<file path="src/rtl/pool_scheduler_if.sv">
// ============================================================================
// Module   : pool_scheduler_if
// Brief    : Bundle of the pool, writeback and exec-port signals around the
//            pool scheduler. The master side drives the pool and writebacks;
//            the slave side is the scheduler.
// Revision : 1.0 - initial release
// ============================================================================
`default_nettype none

interface pool_scheduler_if #(
    parameter int PNUMS = 2
);
    localparam int SW = (PNUMS > 1) ? $clog2(PNUMS) : 1;

    logic                  FLUSH;
    logic                  MMU_WAIT;
    logic [32*PNUMS-1:0]   POOL_PC;
    logic [17*PNUMS-1:0]   POOL_OPCODE;
    logic [5*PNUMS-1:0]    POOL_RD;
    logic [5*PNUMS-1:0]    POOL_RS1;
    logic [5*PNUMS-1:0]    POOL_RS2;
    logic [32*PNUMS-1:0]   POOL_RINST;
    logic                  WB_VALID;
    logic [4:0]            WB_RD;
    logic                  SCHED_STALL;
    logic                  EXEC_VALID;
    logic                  EXEC_READY;
    logic [SW-1:0]         EXEC_SLOT;
    logic [31:0]           EXEC_PC;
    logic [16:0]           EXEC_OPCODE;
    logic [4:0]            EXEC_RD;
    logic [4:0]            EXEC_RS1;
    logic [4:0]            EXEC_RS2;
    logic [31:0]           EXEC_RINST;

    modport master (
        output FLUSH, MMU_WAIT, POOL_PC, POOL_OPCODE, POOL_RD, POOL_RS1, POOL_RS2,
               POOL_RINST, WB_VALID, WB_RD, EXEC_READY,
        input  SCHED_STALL, EXEC_VALID, EXEC_SLOT, EXEC_PC, EXEC_OPCODE,
               EXEC_RD, EXEC_RS1, EXEC_RS2, EXEC_RINST
    );

    modport slave (
        input  FLUSH, MMU_WAIT, POOL_PC, POOL_OPCODE, POOL_RD, POOL_RS1, POOL_RS2,
               POOL_RINST, WB_VALID, WB_RD, EXEC_READY,
        output SCHED_STALL, EXEC_VALID, EXEC_SLOT, EXEC_PC, EXEC_OPCODE,
               EXEC_RD, EXEC_RS1, EXEC_RS2, EXEC_RINST
    );
endinterface

`default_nettype wire

</file>
<file path="src/rtl/pool_scheduler.sv">
// ============================================================================
// Module   : pool_scheduler
// Brief    : Scheduler stage 1. Picks the lowest-index hazard-free pool slot,
//            issues it to a registered exec port and stalls the pool until
//            every valid slot has issued. Optional macro SCHED_WB_BYPASS_EN
//            lets a same-cycle writeback release a hazard.
// Revision : 1.0 - initial release
// ============================================================================
`default_nettype none

module pool_scheduler #(
    parameter int COP_NUMS = 1,
    parameter int PNUMS    = COP_NUMS + 1
) (
    input  wire logic         CLK,
    input  wire logic         RST,
    pool_scheduler_if.slave   bus
);
    localparam int          SW       = (PNUMS > 1) ? $clog2(PNUMS) : 1;
    localparam logic [31:0] C_NOP    = 32'h0000_0013;
    localparam logic [31:0] C_EMPTY  = 32'hFFFF_FFFF;

    logic              exec_valid_q, exec_valid_d;
    logic [SW-1:0]     exec_slot_q,  exec_slot_d;
    logic [31:0]       exec_pc_q,    exec_pc_d;
    logic [16:0]       exec_op_q,    exec_op_d;
    logic [4:0]        exec_rd_q,    exec_rd_d;
    logic [4:0]        exec_rs1_q,   exec_rs1_d;
    logic [4:0]        exec_rs2_q,   exec_rs2_d;
    logic [31:0]       exec_ri_q,    exec_ri_d;
    logic [31:0]       busy_q,       busy_d;
    logic [PNUMS-1:0]  done_q,       done_d;

    logic [31:0]       w_wb_clr;
    logic [31:0]       w_busy_chk;
    logic [PNUMS-1:0]  w_slot_vld;
    logic [PNUMS-1:0]  w_elig;
    logic [PNUMS-1:0]  w_onehot;
    logic [PNUMS-1:0]  w_issued;
    logic [PNUMS-1:0]  w_pending;
    logic              w_any;
    logic [SW-1:0]     w_sel;
    logic [31:0]       w_sel_pc;
    logic [16:0]       w_sel_op;
    logic [4:0]        w_sel_rd;
    logic [4:0]        w_sel_rs1;
    logic [4:0]        w_sel_rs2;
    logic [31:0]       w_sel_ri;
    logic              w_free;
    logic              w_issue_en;
    logic              w_do_issue;
    logic              w_stall;

    assign w_wb_clr = (bus.WB_VALID && (bus.WB_RD != 5'd0)) ? (32'd1 << bus.WB_RD) : 32'd0;

`ifdef SCHED_WB_BYPASS_EN
    assign w_busy_chk = busy_q & ~w_wb_clr;
`else
    assign w_busy_chk = busy_q;
`endif

    // Descending scan so the last match written is the lowest eligible index.
    always_comb begin
        w_slot_vld = '0;
        w_elig     = '0;
        w_onehot   = '0;
        w_any      = 1'b0;
        w_sel      = '0;
        w_sel_pc   = '0;
        w_sel_op   = '0;
        w_sel_rd   = '0;
        w_sel_rs1  = '0;
        w_sel_rs2  = '0;
        w_sel_ri   = '0;
        for (int k = PNUMS - 1; k >= 0; k--) begin
            w_slot_vld[k] = (bus.POOL_RINST[32*k +: 32] != C_EMPTY);
            w_elig[k]     = w_slot_vld[k] && !done_q[k]
                            && !w_busy_chk[bus.POOL_RS1[5*k +: 5]]
                            && !w_busy_chk[bus.POOL_RS2[5*k +: 5]]
                            && !w_busy_chk[bus.POOL_RD[5*k +: 5]];
            if (w_elig[k]) begin
                w_any       = 1'b1;
                w_sel       = SW'(k);
                w_onehot    = '0;
                w_onehot[k] = 1'b1;
                w_sel_pc    = bus.POOL_PC[32*k +: 32];
                w_sel_op    = bus.POOL_OPCODE[17*k +: 17];
                w_sel_rd    = bus.POOL_RD[5*k +: 5];
                w_sel_rs1   = bus.POOL_RS1[5*k +: 5];
                w_sel_rs2   = bus.POOL_RS2[5*k +: 5];
                w_sel_ri    = bus.POOL_RINST[32*k +: 32];
            end
        end
    end

    assign w_free     = !exec_valid_q || bus.EXEC_READY;
    assign w_issue_en = w_free && !bus.MMU_WAIT && !bus.FLUSH;
    assign w_do_issue = w_issue_en && w_any;
    assign w_issued   = w_do_issue ? w_onehot : '0;
    assign w_pending  = w_slot_vld & ~done_q & ~w_issued;
    assign w_stall    = !bus.FLUSH && (bus.MMU_WAIT || (|w_pending));

    always_comb begin
        exec_valid_d = exec_valid_q;
        exec_slot_d  = exec_slot_q;
        exec_pc_d    = exec_pc_q;
        exec_op_d    = exec_op_q;
        exec_rd_d    = exec_rd_q;
        exec_rs1_d   = exec_rs1_q;
        exec_rs2_d   = exec_rs2_q;
        exec_ri_d    = exec_ri_q;
        busy_d       = busy_q & ~w_wb_clr;
        done_d       = w_stall ? (done_q | w_issued) : '0;

        // Issue set is applied after the writeback clear so it wins on a tie.
        if (w_do_issue && (w_sel_rd != 5'd0)) begin
            busy_d[w_sel_rd] = 1'b1;
        end

        if (bus.FLUSH) begin
            exec_valid_d = 1'b0;
            exec_slot_d  = '0;
            exec_pc_d    = '0;
            exec_op_d    = '0;
            exec_rd_d    = '0;
            exec_rs1_d   = '0;
            exec_rs2_d   = '0;
            exec_ri_d    = C_NOP;
            busy_d       = '0;
            done_d       = '0;
        end else if (w_issue_en) begin
            exec_valid_d = w_any;
            if (w_any) begin
                exec_slot_d = w_sel;
                exec_pc_d   = w_sel_pc;
                exec_op_d   = w_sel_op;
                exec_rd_d   = w_sel_rd;
                exec_rs1_d  = w_sel_rs1;
                exec_rs2_d  = w_sel_rs2;
                exec_ri_d   = w_sel_ri;
            end
        end
    end

    always_ff @(posedge CLK or negedge RST) begin
        if (!RST) begin
            exec_valid_q <= 1'b0;
            exec_slot_q  <= '0;
            exec_pc_q    <= '0;
            exec_op_q    <= '0;
            exec_rd_q    <= '0;
            exec_rs1_q   <= '0;
            exec_rs2_q   <= '0;
            exec_ri_q    <= C_NOP;
            busy_q       <= '0;
            done_q       <= '0;
        end else begin
            exec_valid_q <= exec_valid_d;
            exec_slot_q  <= exec_slot_d;
            exec_pc_q    <= exec_pc_d;
            exec_op_q    <= exec_op_d;
            exec_rd_q    <= exec_rd_d;
            exec_rs1_q   <= exec_rs1_d;
            exec_rs2_q   <= exec_rs2_d;
            exec_ri_q    <= exec_ri_d;
            busy_q       <= busy_d;
            done_q       <= done_d;
        end
    end

    assign bus.SCHED_STALL = w_stall;
    assign bus.EXEC_VALID  = exec_valid_q;
    assign bus.EXEC_SLOT   = exec_slot_q;
    assign bus.EXEC_PC     = exec_pc_q;
    assign bus.EXEC_OPCODE = exec_op_q;
    assign bus.EXEC_RD     = exec_rd_q;
    assign bus.EXEC_RS1    = exec_rs1_q;
    assign bus.EXEC_RS2    = exec_rs2_q;
    assign bus.EXEC_RINST  = exec_ri_q;

endmodule

`default_nettype wire
</file>
<file path="src/flat_wrapper.sv">
// flat-port wrapper written by rule: the top's interface ports become plain ports
module pool_scheduler_flat 
#(
    parameter int COP_NUMS = 1,
    parameter int PNUMS    = COP_NUMS + 1
)
  (CLK, RST, bus_FLUSH, bus_MMU_WAIT, bus_POOL_PC, bus_POOL_OPCODE, bus_POOL_RD, bus_POOL_RS1, bus_POOL_RS2, bus_POOL_RINST, bus_WB_VALID, bus_WB_RD, bus_EXEC_READY, bus_SCHED_STALL, bus_EXEC_VALID, bus_EXEC_SLOT, bus_EXEC_PC, bus_EXEC_OPCODE, bus_EXEC_RD, bus_EXEC_RS1, bus_EXEC_RS2, bus_EXEC_RINST);
  pool_scheduler_if #(.PNUMS(PNUMS)) bus_i ();
  input  wire logic CLK;
  input  wire logic RST;
  input wire logic [$bits(bus_i.FLUSH)-1:0] bus_FLUSH;
  input wire logic [$bits(bus_i.MMU_WAIT)-1:0] bus_MMU_WAIT;
  input wire logic [$bits(bus_i.POOL_PC)-1:0] bus_POOL_PC;
  input wire logic [$bits(bus_i.POOL_OPCODE)-1:0] bus_POOL_OPCODE;
  input wire logic [$bits(bus_i.POOL_RD)-1:0] bus_POOL_RD;
  input wire logic [$bits(bus_i.POOL_RS1)-1:0] bus_POOL_RS1;
  input wire logic [$bits(bus_i.POOL_RS2)-1:0] bus_POOL_RS2;
  input wire logic [$bits(bus_i.POOL_RINST)-1:0] bus_POOL_RINST;
  input wire logic [$bits(bus_i.WB_VALID)-1:0] bus_WB_VALID;
  input wire logic [$bits(bus_i.WB_RD)-1:0] bus_WB_RD;
  input wire logic [$bits(bus_i.EXEC_READY)-1:0] bus_EXEC_READY;
  output wire logic [$bits(bus_i.SCHED_STALL)-1:0] bus_SCHED_STALL;
  output wire logic [$bits(bus_i.EXEC_VALID)-1:0] bus_EXEC_VALID;
  output wire logic [$bits(bus_i.EXEC_SLOT)-1:0] bus_EXEC_SLOT;
  output wire logic [$bits(bus_i.EXEC_PC)-1:0] bus_EXEC_PC;
  output wire logic [$bits(bus_i.EXEC_OPCODE)-1:0] bus_EXEC_OPCODE;
  output wire logic [$bits(bus_i.EXEC_RD)-1:0] bus_EXEC_RD;
  output wire logic [$bits(bus_i.EXEC_RS1)-1:0] bus_EXEC_RS1;
  output wire logic [$bits(bus_i.EXEC_RS2)-1:0] bus_EXEC_RS2;
  output wire logic [$bits(bus_i.EXEC_RINST)-1:0] bus_EXEC_RINST;
  assign bus_i.FLUSH = bus_FLUSH;
  assign bus_i.MMU_WAIT = bus_MMU_WAIT;
  assign bus_i.POOL_PC = bus_POOL_PC;
  assign bus_i.POOL_OPCODE = bus_POOL_OPCODE;
  assign bus_i.POOL_RD = bus_POOL_RD;
  assign bus_i.POOL_RS1 = bus_POOL_RS1;
  assign bus_i.POOL_RS2 = bus_POOL_RS2;
  assign bus_i.POOL_RINST = bus_POOL_RINST;
  assign bus_i.WB_VALID = bus_WB_VALID;
  assign bus_i.WB_RD = bus_WB_RD;
  assign bus_i.EXEC_READY = bus_EXEC_READY;
  assign bus_SCHED_STALL = bus_i.SCHED_STALL;
  assign bus_EXEC_VALID = bus_i.EXEC_VALID;
  assign bus_EXEC_SLOT = bus_i.EXEC_SLOT;
  assign bus_EXEC_PC = bus_i.EXEC_PC;
  assign bus_EXEC_OPCODE = bus_i.EXEC_OPCODE;
  assign bus_EXEC_RD = bus_i.EXEC_RD;
  assign bus_EXEC_RS1 = bus_i.EXEC_RS1;
  assign bus_EXEC_RS2 = bus_i.EXEC_RS2;
  assign bus_EXEC_RINST = bus_i.EXEC_RINST;
  pool_scheduler #(.COP_NUMS(COP_NUMS), .PNUMS(PNUMS)) u_core (.CLK(CLK), .RST(RST), .bus(bus_i));
endmodule
</file>
<file path="config.mk">
export PLATFORM = sky130hd
export DESIGN_NAME = pool_scheduler_flat
export DESIGN_NICKNAME = d
export VERILOG_FILES = /design/src/rtl/pool_scheduler_if.sv /design/src/rtl/pool_scheduler.sv /design/src/flat_wrapper.sv
export SDC_FILE = /design/constraint.sdc
export NUM_CORES = 1
export LEC_CHECK = 0
export CORE_MARGIN = 10
export CORE_UTILIZATION = 35
export DETAILED_ROUTE_END_ITERATION = 7
export PLACE_DENSITY_LB_ADDON = 0.1
export SLEW_MARGIN = 10
export SYNTH_ARGS = -nofsm -noshare
export SYNTH_HDL_FRONTEND = slang
export SYNTH_SLANG_ARGS = --single-unit
</file>
<file path="constraint.sdc">
create_clock -name CLK -period 3.71 [get_ports CLK]
set_input_delay 0.5565 -clock CLK [delete_from_list [all_inputs] [get_ports CLK]]
set_output_delay 0.5565 -clock CLK [all_outputs]
set_load 0.05 [all_outputs]
</file>
Word-level counts from Yosys, hierarchy flattened
Index checks and enable logic that the tools add are counted.
{"block": "classes", "n_lt_le_gt_ge": 8, "n_eq_ne": 2, "n_shift": 1, "mux": 60, "n_bitwise": 8, "n_reduce_logical": 34}
{"op": "$mux 32", "count": 13}
{"op": "$mux 17", "count": 5}
{"op": "$mux 5", "count": 15}
{"op": "$ne 32x32->1 const B", "count": 2}
{"op": "$lt 5x6->1 const B", "count": 7}
{"op": "$and 32x32->32", "count": 1}
{"op": "$not 32->32", "count": 1}
{"op": "$or 32x32->32", "count": 1}
{"op": "$shl 1x5->32 const A", "count": 1}
{"op": "$bmux 1 s5", "count": 6}
{"op": "$logic_and 1x1->1", "count": 15}
{"op": "$mux 1", "count": 15}
{"op": "$logic_not 1->1", "count": 11}
{"op": "$mux 2", "count": 5}
{"op": "$reduce_bool 5->1", "count": 2}
{"op": "$demux 1 s5", "count": 1}
{"op": "$ge 5x1->1 const B", "count": 1}
{"op": "$and 2x2->2", "count": 2}
{"op": "$not 2->2", "count": 2}
{"op": "$reduce_bool 2->1", "count": 2}
{"op": "$logic_or 1x1->1", "count": 2}
{"op": "$or 2x2->2", "count": 1}
{"op": "$reduce_and 2->1", "count": 1}
{"op": "$reduce_or 2->1", "count": 1}
{"block": "totals", "ff_bits": 132, "in_bits": 203, "out_inout_bits": 99, "wordCells": 123}

Depth between registers and ports, before layout
{"block": "logic_depth", "word_depth": 17, "mapped_depth": 12, "ltp_nobuf": 8}

Least setup slack after synthesis
No wires, ideal clock.
{"block": "synth_timing", "path_type": "input port to output port", "startpoint": "in bus_POOL_RD[1]", "endpoint": "out bus_SCHED_STALL", "arrival_ns": 3.400, "required_ns": 3.154, "setup_slack_ns": -0.246, "path_stages": 12, "n_path_buf": 4, "cell_sequence": "clkbuf_1 mux4_2 nand4_1 o211ai_1 or4_1 or3_1 buf_6 and3_1 buf_6 buf_6 nor2_1 o21a_1"}
{"block": "synth_via", "elab_chain_cells": 12, "word_cells_on_any_way": 13, "classes_between": "mux (5); bitwise (2); reduce/logical (6)"}
{"item": "start: declaration", "line": "flat_wrapper.sv:15", "rtl": "input wire logic [$bits(bus_i.POOL_RD)-1:0] bus_POOL_RD;"}
{"item": "$bmux 1 s5 *", "line": "pool_scheduler.sv:80", "rtl": "&& !w_busy_chk[bus.POOL_RD[5*k +: 5]];"}
{"item": "$mux 1 (implied by the code) *", "line": "pool_scheduler.sv:80"}
{"item": "$logic_not 1->1 *", "line": "pool_scheduler.sv:80"}
{"item": "$logic_and 1x1->1 *", "line": "pool_scheduler.sv:80"}
{"item": "$mux 1", "line": "pool_scheduler.sv:81", "rtl": "if (w_elig[k]) begin"}
{"item": "$logic_and 1x1->1", "line": "pool_scheduler.sv:98", "rtl": "assign w_do_issue = w_issue_en && w_any;"}
{"item": "$mux 2 *", "line": "pool_scheduler.sv:99", "rtl": "assign w_issued = w_do_issue ? w_onehot : '0;"}
{"item": "$not 2->2 *", "line": "pool_scheduler.sv:100", "rtl": "assign w_pending = w_slot_vld & ~done_q & ~w_issued;"}
{"item": "$and 2x2->2 *", "line": "pool_scheduler.sv:100"}
{"item": "$reduce_or 2->1 *", "line": "pool_scheduler.sv:101", "rtl": "assign w_stall = !bus.FLUSH && (bus.MMU_WAIT || (|w_pending));"}
{"item": "$logic_or 1x1->1 *", "line": "pool_scheduler.sv:101"}
{"item": "$logic_and 1x1->1 *", "line": "pool_scheduler.sv:101"}
{"item": "end: declaration", "line": "flat_wrapper.sv:22", "rtl": "output wire logic [$bits(bus_i.SCHED_STALL)-1:0] bus_SCHED_STALL;"}
Every way passes the cells marked *; elsewhere a longest branch is shown, timed or not. The select of a mux whose other input is x is not followed.

Worst setup path after layout
{"block": "layout_timing", "startpoint": "reg u_core.busy_q[31]", "endpoint": "out bus_SCHED_STALL"}
{"block": "layout_via", "elab_chain_cells": 15, "word_cells_on_any_way": 35, "classes_between": "mux (17); bitwise (2); reduce/logical (16)"}
{"item": "start: declaration", "line": "pool_scheduler.sv:31", "rtl": "logic [31:0] busy_q, busy_d;"}
{"item": "start signal: assignment", "line": "pool_scheduler.sv:166", "rtl": "busy_q <= busy_d;"}
{"item": "$bmux 1 s5", "line": "pool_scheduler.sv:78", "rtl": "&& !w_busy_chk[bus.POOL_RS1[5*k +: 5]]"}
{"item": "$mux 1 (implied by the code)", "line": "pool_scheduler.sv:78"}
{"item": "$logic_not 1->1", "line": "pool_scheduler.sv:78"}
{"item": "$logic_and 1x1->1", "line": "pool_scheduler.sv:78"}
{"item": "$logic_and 1x1->1", "line": "pool_scheduler.sv:79", "rtl": "&& !w_busy_chk[bus.POOL_RS2[5*k +: 5]]"}
{"item": "$logic_and 1x1->1", "line": "pool_scheduler.sv:80"}
{"item": "$mux 1 (2 in a row)", "line": "pool_scheduler.sv:81"}
{"item": "$logic_and 1x1->1", "line": "pool_scheduler.sv:98"}
{"item": "$mux 2 *", "line": "pool_scheduler.sv:99"}
{"item": "$not 2->2 *", "line": "pool_scheduler.sv:100"}
{"item": "$and 2x2->2 *", "line": "pool_scheduler.sv:100"}
{"item": "$reduce_or 2->1 *", "line": "pool_scheduler.sv:101"}
{"item": "$logic_or 1x1->1 *", "line": "pool_scheduler.sv:101"}
{"item": "$logic_and 1x1->1 *", "line": "pool_scheduler.sv:101"}
Marks and branches as above.

==> impl_metrics.ini <==
[synthesis]
ys_warn_count = 0
synth_flop_cell = dfrtp_1
synthArstFlopShare = 1.00
synth_seq_cells = 132
synth.most_common_cell = dfrtp_1
synth_edf_count = 0
synth_nets = 916
synth-seq-area-share = 0.414
synth_area_leaders = dfrtp_1, a22o_1, mux4_2
syn_area_per_cell_um2 = 11.2
synthTopCellsByCount = dfrtp_1, a21o_1, a22o_1, nand2_1, clkbuf_1
yosysTopAreaCellShare = 0.404
post_synth_inst_count = 713
synthesis.area_mm2 = 0.00799
synth_top_cell_by_area = dfrtp_1
ys_types = 61

[global_routing]
grt_usage = 0.229
grt_max_degree = 80
gr-total-overflow = 0
grt_pass1_vias = 8005
grt_pass1_wl_um = 51000
grt_antenna_before_repair = 3

[power_and_ir_drop]
ir_drop_v = 0.000300
power.leakage_uw = 0.00605
powerDensity_mw_per_mm2 = 393
finalPower_uw = 5010

[floorplanning]
core_mm2 = 0.0226
io-pin-count = 302
die_x_um = 171
rows = 55
initial_core_util = 0.354
die_area_mm2 = 0.0293
die_h_um = 171

[finish]
fillCellCount = 1991
synthToLayoutAreaGrowth_pct = 59.9
finalNonFillerCells = 1401
post-route-util = 0.566
drive_gt1_frac = 0.216
fin_nets = 1304

[routing]
drtIter0Drc = 598
antenna_left = 0
dr_total_vias = 7928
remaining_drc_errors = 0
via_per_inst = 5.66
wirelength_um = 34600
firstDrtPassIters = 6
wire_per_inst_um = 24.7

[clocking]
htree_levels = 4
clk_path_buf_depth = 2
clk_pin_slew_ps = 70
cts_root_buf = clkbuf_16
numCtsBuffers = 17
clock-sinks = 132
cts_tree = yes
clk_latency_ps = 430

[placed_design]
place_ws_ps = -605
io_buffers = 301
dp_cells = 1345
place.gp.congestion = 0.967
place_hpwl_um = 27000

[sta]
worst_pin_slew_ps = 763
setup_viol = 1
skew_ps = 12.4
rsz0062_at_grt = yes
hold_viol = 0
fin_crit_ps = 3850
slew_headroom = 0.492
max_freq_ghz = 0.260
fin_crit_sh = 1.04
slew_violations = 0
tns_ps = -142
worst_slack_ps = -142

[run_status]
status = complete, but fails checks
violations = setup timing

[job]
cap_violations = 0

[critical_path]
worstPathRequired_ps = 3150
cp.arrival_ps = 3300
path_class = reg -> out
end_kind = output port
worstPathMaxFanout = 6
critPathLaunchType = flip-flop

[worst_hold_path]
min_path_type = in -> async
==> placed cells by master, fill, tap and decap left out, types with 5 or more instances in the layout <==
cell type,n
buf_4,118
a21o_1,89
mux2i_1,28
dlygate4sd2_1,5
nand2_1,47
buf_12,7
dfrtp_1,125
inv_1,13
a32o_1,31
clkbuf_16,17
nor3b_1,7
clkdlybuf4s50_1,290
o211ai_1,9
mux4_2,32
or3_1,7
a22o_1,86
a21oi_1,14
nor4_1,6
mux2_2,6
buf_6,6
nand4_1,25
a21oi_2,6
nor2_1,15
nand3_1,7
nor2b_1,7
o2bb2ai_1,6
==> report_power, final <==
group	total, uW	switching (uW)	internal [uW]
logic	1620	923	693
clock network	1760	733	1030
registers	1630	70.6	1560
total	5010	1730	3290
==> critical path, cell delays in order, from the launching register on <==
cell,delay [ps]
dfrtp_2,450
mux4_2,490
a22oi_2,190
o41ai_2,120
or4_4,500
or3_4,360
or2_4,240
a21o_1,180
o21a_4,200
buf_8,150
==> cell families (layout without fill, tap and decap cells) <==
| family | count (synthesis) | count (layout) | share of synthesized area |
|---|---|---|---|
| flops | 132 | 132 | 0.414 |
| buf+inv | 76 | 477 | 0.0509 |
| compound gates | 279 | 279 | 0.288 |
| mux | 68 | 68 | 0.139 |
| simple gates | 158 | 158 | 0.108 |
| other cells | 0 | 2 | 0 |
==> metal layers <==
| layer | routed length (um) | global-route usage | vias to the layer above | share of wire |
|---|---|---|---|---|
| li1 | - | - | 3621 | - |
| met1 | 13700 | 0.272 | 3898 | 0.40 |
| met2 | 17100 | 0.386 | 350 | 0.50 |
| met3 | 2680 | 0.0615 | 57 | 0.078 |
| met4 | 978 | 0.0877 | 2 | 0.028 |
| met5 | 13 | 0 | - | 0.00038 |
==> path summary, 6_finish.rpt <==
path	start	to	slack (ps)	depth (start not counted)
hold reg to reg	u_core.bus.EXEC_RS1[1]$_DFFE_PN0P_	u_core.bus.EXEC_RS1[1]$_DFFE_PN0P_	470	1
min in group CLK	u_core.bus.EXEC_RS1[1]$_DFFE_PN0P_	u_core.bus.EXEC_RS1[1]$_DFFE_PN0P_	470	1
max in group asynchronous	RST	u_core.busy_q[30]$_DFF_PN0_	2710	2
hold / removal	RST	u_core.bus.EXEC_RINST[12]$_DFFE_PN0P_	180	1
setup reg to reg	u_core.busy_q[26]$_DFF_PN0_	u_core.busy_q[3]$_DFF_PN0_	310	11
setup / recovery	u_core.busy_q[31]$_DFF_PN0_	bus_SCHED_STALL	-140	9
==> state kept, by name (all words and copies together) (netlist names) <==
signal	count
u_core.bus.EXEC_RS2	5
u_core.done_q	2
u_core.bus.EXEC_PC	32
u_core.bus.EXEC_RD	5
u_core.bus.EXEC_SLOT	1
u_core.bus.EXEC_RINST	32
u_core.bus.EXEC_OPCODE	17
u_core.bus.EXEC_RS1	5
u_core.bus.EXEC_VALID	1
u_core.busy_q	32
==> metrics by stage <==
stage,hold WS [ps],instance area [um2]
detailed placement,464,11900
floorplan,261,8000
CTS,204,12700
finish,176,12800
global route,227,12800
global placement,458,11900
==> final cells by class <==
type,instances,area (um2),share of cell area
Timing Repair Buffer,431,4100,0.321
Tap cell,285,357,0.0279
Sequential cell,132,3310,0.259
Multi-Input combinational cell,505,4340,0.340
Clock buffer,18,439,0.0344
Antenna cell,2,5.00,0.000392
Clock inverter,14,168,0.0131
Inverter,14,52.6,0.00411
==> what timing repair did <==
item,4_1_cts,5_1_grt
resized for setup,26,11
setup buffers,15,7
hold buffers,0,0
pin swaps,9,6
setup endpoints to repair,1,1
No activity file was read; power rests on OpenSTA's default activity.
